### src/rtl/mips_pkg.sv
// mips_pkg: definitions shared by the MIPS fetch stage and its bench.
//   - fetch_state_e : fetch FSM states (FETCH = request out, HOLD = instruction held)
//   - ADDR_W_DEF    : default PC / memory address width
//   - PC_INC        : sequential PC increment (one 32-bit word)
//   - OP_J, OP_BEQ  : opcode constants used when building test programs
package mips_pkg;

   localparam int          ADDR_W_DEF = 32;
   localparam logic [31:0] PC_INC     = 32'd4;

   localparam logic [5:0]  OP_J       = 6'b000010;
   localparam logic [5:0]  OP_BEQ     = 6'b000100;

   typedef enum logic [0:0] {
      FETCH = 1'b0,
      HOLD  = 1'b1
   } fetch_state_e;

endpackage

### src/rtl/fetch_unit_pc_next.sv
// pc_next: combinational next-PC selection for the fetch stage.
// Ports:
//   pc_plus4  in  ADDR_W  address following the held instruction
//   instr_idx in  26      jump index field (instr[25:0])
//   signimm   in  32      sign-extended immediate of the held instruction
//   PcSrc     in  1       taken branch
//   Jump      in  1       jump (wins over PcSrc)
//   next_pc   out ADDR_W  selected next PC
// ADDR_W is expected to lie in 29..32 so the jump region bits exist.
module pc_next
   import mips_pkg::*;
#(
   parameter int ADDR_W = ADDR_W_DEF
) (
   input  logic [ADDR_W-1:0] pc_plus4,
   input  logic [25:0]       instr_idx,
   input  logic [31:0]       signimm,
   input  logic              PcSrc,
   input  logic              Jump,
   output logic [ADDR_W-1:0] next_pc
);

   logic [ADDR_W-1:0] br_off;
   logic [ADDR_W-1:0] br_target;
   logic [ADDR_W-1:0] jmp_target;

   // Word offset to byte offset; truncation gives the mod 2^ADDR_W wrap.
   assign br_off     = ADDR_W'({signimm, 2'b00});
   assign br_target  = pc_plus4 + br_off;
   // Jump stays inside the 256 MB region of the delay-slot address.
   assign jmp_target = {pc_plus4[ADDR_W-1:28], instr_idx, 2'b00};

   always_comb begin
      next_pc = pc_plus4;
      if (Jump) begin
         next_pc = jmp_target;
      end else if (PcSrc) begin
         next_pc = br_target;
      end
   end

endmodule

### src/rtl/fetch_unit.sv
// fetch_unit: MIPS instruction fetch stage. Holds the PC, requests words from a
// wait-state-capable instruction memory and keeps each word in an instruction
// register until the downstream retires it.
// Ports:
//   clk, reset              clock, synchronous active-high reset
//   imem_req/imem_addr      fetch request (held until imem_ack) and word address (= pc)
//   imem_ack/imem_rdata     memory response and instruction word
//   stall                   downstream cannot retire the held instruction
//   PcSrc, Jump, signimm    branch/jump outcome, sampled on the retire cycle only
//   instr_valid, instr      held instruction and its valid flag
//   opcode, funct           instr[31:26], instr[5:0]
//   pc, pc_plus4            address of held instruction and pc + 4
//   dbg_state               current FSM state (FETCH/HOLD)
//
// Handshake: a fetch is a request/acknowledge pair. imem_req stays high with a
// stable imem_addr from the first FETCH cycle until the cycle in which
// imem_ack is seen; that cycle transfers imem_rdata. Retirement is a
// valid/stall pair: the held instruction retires in the first HOLD cycle with
// stall low, and only that cycle's PcSrc/Jump/signimm are used.
module fetch_unit
   import mips_pkg::*;
#(
   parameter int                ADDR_W   = ADDR_W_DEF,
   parameter logic [ADDR_W-1:0] RESET_PC = '0
) (
   input  logic              clk,
   input  logic              reset,
   output logic              imem_req,
   output logic [ADDR_W-1:0] imem_addr,
   input  logic              imem_ack,
   input  logic [31:0]       imem_rdata,
   input  logic              stall,
   input  logic              PcSrc,
   input  logic              Jump,
   input  logic [31:0]       signimm,
   output logic              instr_valid,
   output logic [31:0]       instr,
   output logic [5:0]        opcode,
   output logic [5:0]        funct,
   output logic [ADDR_W-1:0] pc,
   output logic [ADDR_W-1:0] pc_plus4,
   output logic              dbg_state
);

   fetch_state_e      state_q, state_d;
   logic [ADDR_W-1:0] pc_q, pc_d;
   logic [31:0]       instr_q, instr_d;
   logic [ADDR_W-1:0] next_pc;

   assign pc_plus4 = pc_q + ADDR_W'(PC_INC);

   pc_next #(
      .ADDR_W (ADDR_W)
   ) u_pc_next (
      .pc_plus4  (pc_plus4),
      .instr_idx (instr_q[25:0]),
      .signimm   (signimm),
      .PcSrc     (PcSrc),
      .Jump      (Jump),
      .next_pc   (next_pc)
   );

   always_comb begin
      state_d = state_q;
      pc_d    = pc_q;
      instr_d = instr_q;
      case (state_q)
         FETCH: begin
            if (imem_ack) begin
               instr_d = imem_rdata;
               state_d = HOLD;
            end
         end
         HOLD: begin
            // Acks arriving here are ignored so instr cannot be corrupted.
            if (!stall) begin
               pc_d    = next_pc;
               state_d = FETCH;
            end
         end
         default: begin
            state_d = FETCH;
         end
      endcase
   end

   always_ff @(posedge clk) begin
      if (reset) begin
         state_q <= FETCH;
         pc_q    <= RESET_PC;
         instr_q <= '0;
      end else begin
         state_q <= state_d;
         pc_q    <= pc_d;
         instr_q <= instr_d;
      end
   end

   assign imem_req    = (state_q == FETCH);
   assign imem_addr   = pc_q;
   assign instr_valid = (state_q == HOLD);
   assign instr       = instr_q;
   assign opcode      = instr_q[31:26];
   assign funct       = instr_q[5:0];
   assign pc          = pc_q;
   assign dbg_state   = state_q;

endmodule

### config.mk
export PLATFORM = sky130hd
export DESIGN_NAME = fetch_unit
export DESIGN_NICKNAME = d
export VERILOG_FILES = /design/src/rtl/mips_pkg.sv /design/src/rtl/fetch_unit_pc_next.sv /design/src/rtl/fetch_unit.sv
export SDC_FILE = /design/constraint.sdc
export NUM_CORES = 1
export LEC_CHECK = 0
export ABC_AREA = 1
export ABC_CLOCK_PERIOD_IN_PS = 5500
export BUFFER_PORTS_ARGS = -buffer_cell sky130_fd_sc_hd__buf_2
export CORE_MARGIN = 5
export CORE_UTILIZATION = 53
export CTS_BUF_LIST = sky130_fd_sc_hd__clkbuf_8
export CTS_CLUSTER_DIAMETER = 150
export CTS_CLUSTER_SIZE = 24
export DETAILED_ROUTE_END_ITERATION = 12
export GPL_ROUTABILITY_DRIVEN = 0
export PLACE_DENSITY = 0.84
export SLEW_MARGIN = 10
export SYNTH_ARGS = -nofsm -noshare
export SYNTH_HDL_FRONTEND = slang
export SYNTH_SLANG_ARGS = --single-unit
### constraint.sdc
create_clock -name clk -period 5.5 [get_ports clk]
set_input_delay 1.375 -clock clk [delete_from_list [all_inputs] [get_ports clk]]
set_output_delay 1.375 -clock clk [all_outputs]
set_load 0.03 [all_outputs]
Yosys cells after proc, flatten, opt, wreduce, memory -nomap -nowiden
Index checks and enable logic that the tools add are counted.
- word-level logic and storage cells: 14
- input port bits: 70
- bits in registers: 65
- add/subtract/negate cells: 2
- multiplexer cells: 5
- bitwise logic cells: 2
- reduce and logical (&&, ||, !) cells: 2
- operators by type and width (operator ; count):
    32-bit two-way mux ; 2
    32-bit by 3-bit adder with 32-bit output, second input constant ; 1
    32-bit adder ; 1
    2-bit AND reduction ; 2
    1-bit two-way mux ; 2
    1-bit inverter ; 2
    1-bit one-hot mux with 2 select lines ; 1

Longest topological paths before layout
- depth after elaboration: 4
- gate-level depth with buffers: 24
- depth with buffers taken out: 24

Hierarchy
Synthesis repeated with hierarchy kept, for this count alone.
- cell total of the unflattened synthesis: 1059
- area, all modules: 6212.2 µm²
- by module, submodules not included (module ; cells each ; area an instance (µm²) ; times used ; sequential area each (µm²)):
    fetch_unit ; 491 ; 3445.8 ; 1 ; 1301.2
    pc_next ; 568 ; 2766.4 ; 1 ; 0.0

Least setup slack after synthesis
Ideal clock, no wire load.
- kind: register -> register
- from: register pc_q[2], in the netlist imem_addr[2]
- to: register pc_q[28], in the netlist imem_addr[28]
- buffers on the path: 0
- required time: 5.381 ns
- setup time: 0.119 ns
- stages on the path, launching flop included: 16
- clock period less this slack: 3.418 ns
- slack: 2.082 ns
- arrival: 3.300 ns
- cell sequence: dfxtp_1 -> ha_1 -> nand2_2 -> nor2_4 -> inv_1 -> nor2_2 -> xor2_1 -> ha_1 -> nand2_1 -> inv_1 -> a21oi_1 -> o21ai_0 -> a21oi_1 -> a21oi_1 -> o21ai_0 -> nand2_1
- word-level cells in the longest chain between the ends: 4
- ends and longest elaborated chain (item ; line ; source):
    start, declared ; fetch_unit.sv:46 ; logic [ADDR_W-1:0] pc_q, pc_d;
    start signal, assigned ; fetch_unit.sv:94 ; pc_q <= pc_d;
    32-bit by 3-bit adder with 32-bit output ; fetch_unit.sv:50 ; assign pc_plus4 = pc_q + ADDR_W'(PC_INC);
    via pc_plus4[14] ; fetch_unit.sv:41 ; output logic [ADDR_W-1:0] pc_plus4,
    32-bit adder ; fetch_unit_pc_next.sv:29 ; assign br_target = pc_plus4 + br_off;
    32-bit two-way mux ; fetch_unit_pc_next.sv:37 ; end else if (PcSrc) begin
    32-bit two-way mux ; fetch_unit_pc_next.sv:35 ; if (Jump) begin
The timed path passes the listed nets, and every way through them passes these cells.
A chain may end at the register's enable or synchronous reset.

Final worst setup path
- from: register pc_q[2], in the netlist imem_addr[2]
- to: output port pc_plus4[16]
- word-level cells in the longest chain between the ends: 1
- ends and longest elaborated chain (item ; line):
    32-bit by 3-bit adder with 32-bit output ; fetch_unit.sv:50
    end, declared ; fetch_unit.sv:41
Every way passes these cells.

==> impl_metrics.yaml <==
run_status:
  status: "completed"
floorplan:
  core_sq_mm: 0.0114
  boundaryPins: 213
  fp.dieW_um: 118
  start_util_pct: 54.0
  rows: 39
  die_h_um: 118
  die-area_sq_mm: 0.0139
timing:
  rsz0062_at_grt: "no"
  finalWorstSetupSlack_ns: 1.67
  slew_violations: 0
  slew_headroom_pct: 34.6
  fin_crit_ns: 3.83
  fin_setup_tns_ns: 0
  finalSetupViolCount: 0
  final_hold_viol_count: 0
  fin_skew_ns: 0.00957
  min_period_over_period_pct: 69.6
  hold_ws_ns: 0.530
  fmax_mhz: 261
  worstMarginPinSlew_ns: 0.979
pwr:
  seqPwrFrac_pct: 34.0
  switching_share_pct: 41.0
  ir_worst_vdd_mv: 0.234
  switchingPower_uw: 644
  leakagePower_nw: 4.11
  powerDensity_mw_per_mm2: 219
  internal-power_uw: 927
  power_mw: 1.57
  clkPwrFrac_pct: 29.6
  p_comb_share_pct: 36.5
drt:
  ant_nets: 0
  vias_per_cell: 5.40
  wl_um: 20600
  drt-initial-drc-count: 697
  drcViolationCount: 0
  wire_per_inst_um: 15.2
  vias: 7352
  dr.pass1.iters: 6
worst_hold_path:
  hp-class: "flip-flop to flip-flop"
  min-delay-start: "imem_addr[30]$_SDFFE_PP0P_"
global_route:
  busiest_layer: "met2"
  grt_pass1_vias: 6695
  met2_usage_pct: 47.5
  grt_usage_pct: 28.4
  antenna_found_initial: 0
  met1_usage_pct: 36.6
  grt_use_met3_pct: 5.24
  grt-ovfl-total: 0
  grt_max_degree: 57
  grt_pass1_wl_um: 32700
placement:
  place_inst: 1345
  portBuffers: 204
  place_area_sq_mm: 0.00695
  dp_hpwl_um: 16700
  pre_cts_slack_ns: 1.97
synth:
  synth.distinct_cells: 45
  synth_top_area_share_pct: 20.5
  synth.cell_area_sq_mm: 0.00616
  ys.flop_type: "dfxtp_1"
  yosysWarningCount: 0
  yosysTopAreaCell: "dfxtp_1"
  synth_edf_count: 0
  synthCells: 1062
  synth-seq-cells: 63
  async_flop_share_pct: 0
  synth-seq-area-share_pct: 20.5
  synth.area.top_cells: "dfxtp_1, nand2_1, inv_1"
  syn_area_per_cell_sq_um: 5.80
clock_tree:
  ctsResizeCount: 0
  clock-root-buffer: "clkbuf_8"
  htree_levels: 3
  cts_sinks: 63
  clk_path_buf_depth: 2
  ctsHoldBuffers: 0
  postCtsSetupRepairBufs: 0
  path_clk_slew_ns: 0.07
  clock_latency_ns: 0.35
  cts_buffers: 9
  cts_tree: "done"
cells_and_area:
  instances_no_fill: 1361
  drive_above_1_share_pct: 21.4
  diodes: 0
  finalNetCount: 1320
  syn_to_final_growth_pct: 16.5
  final_util_pct: 62.9
  fin_area_sq_mm: 0.00718
worst_setup_path:
  crit_start: "imem_addr[2]$_SDFFE_PP0P_"
  critPathKind: "flip-flop to output port"
  cp-end-kind: "output port"
  crit_end: "pc_plus4[16]"
  ff2ff_path_depth: 15
  cp_max_fo: 7
  required_ns: 4.12
  r2r-end: "imem_addr[28]$_SDFFE_PP0P_"
  crit_path_start_kind: "flip-flop"
  r2r-start: "imem_addr[2]$_SDFFE_PP0P_"
  ff2ff_setup_slack_ns: 1.82
  cp.arrival_ns: 2.45
flow_run:
  drv_cap: 0
## critical path, cell delays in order (launching register included)
cell and delay [ns]:
dfxtp_1 0.51, ha_1 0.34, nand2_2 0.13, inv_2 0.11
nand2_4 0.07, nor2_4 0.14, inv_2 0.05, nor2_1 0.12
xor2_1 0.33, inv_1 0.11, buf_2 0.19
## power by group through the flow
stage          combinational [mW]  clock (mW)  sequential [mW]
3_3_place_gp                0.556           0            0.541
3_5_place_dp                0.564           0            0.542
4_1_cts                     0.567       0.469            0.532
2_1_floorplan               0.361           0            0.596
6_report                    0.573       0.465            0.534
5_1_grt                     0.625       0.485            0.539
## cells by family after synthesis
group,count (synthesis),synth area share (%)
other cells,1,0.0608
fa+ha+maj,37,7.63
simple gates,545,37.6
flops,63,20.5
xor+xnor,18,2.68
buf+inv,225,16.7
compound gates,173,14.9
## layout by cell type (no fill, tap or decap), types with 7 or more instances in the layout
| cell type | n |
|---|---|
| xor2_1 | 11 |
| nand2_2 | 7 |
| o21ai_0 | 69 |
| nand3_1 | 64 |
| nor2_1 | 136 |
| nand4_1 | 11 |
| dfxtp_1 | 63 |
| inv_2 | 8 |
| ha_1 | 36 |
| a21oi_1 | 80 |
| clkbuf_8 | 10 |
| nand2_1 | 288 |
| inv_1 | 144 |
| nor3_1 | 11 |
| nor2_2 | 10 |
| buf_2 | 204 |
## registers in the layout, indices dropped and copies added, names as in the netlist
name	flops
dbg_state	1
imem_addr	30
instr	32
## Yosys cell counts, types with 2 or more instances
cell        n
nor2_4      2
nand3_1    64
nor2_1    136
xnor2_1     6
nor3_2      3
buf_4      49
nor3_1     11
o21ai_0    69
ha_1       36
buf_1       2
xor2_1     11
o22ai_1     2
clkbuf_1   20
a21oi_1    80
a21o_1      6
a31oi_1     5
or2_2       2
o21bai_1    4
nand3b_1    3
inv_1     144
nand4_1    11
nand2_2     7
dfxtp_1    63
nand2_1   288
and2_1      2
nor2_2     10
inv_2       8
## area by class of cell
class / count / area [sq um]
Inverter: 153 / 574
Multi-Input combinational cell: 779 / 3890
Clock inverter: 6 / 92.6
Fill cell: 1144 / 4240
Clock buffer: 10 / 138
Sequential cell: 63 / 1260
Timing Repair Buffer: 207 / 1040
Tap cell: 143 / 179
## worst min path at each step
stage / endpoint / cells past startpoint
2_1_floorplan: imem_addr[30]$_SDFFE_PP0P_ / 2
3_3_place_gp: instr[28]$_SDFFE_PP0P_ / 2
3_5_place_dp: instr[26]$_SDFFE_PP0P_ / 2
4_1_cts: imem_addr[30]$_SDFFE_PP0P_ / 2
5_1_grt: imem_addr[30]$_SDFFE_PP0P_ / 2
6_report: imem_addr[30]$_SDFFE_PP0P_ / 2
## metal layers
layer,share of wire [%],routed length (um)
met4,3.0,617
met2,46,9540
met1,41,8470
met5,0,0
met3,9.8,2020
Note: power is estimated with default switching activity, not from simulation.
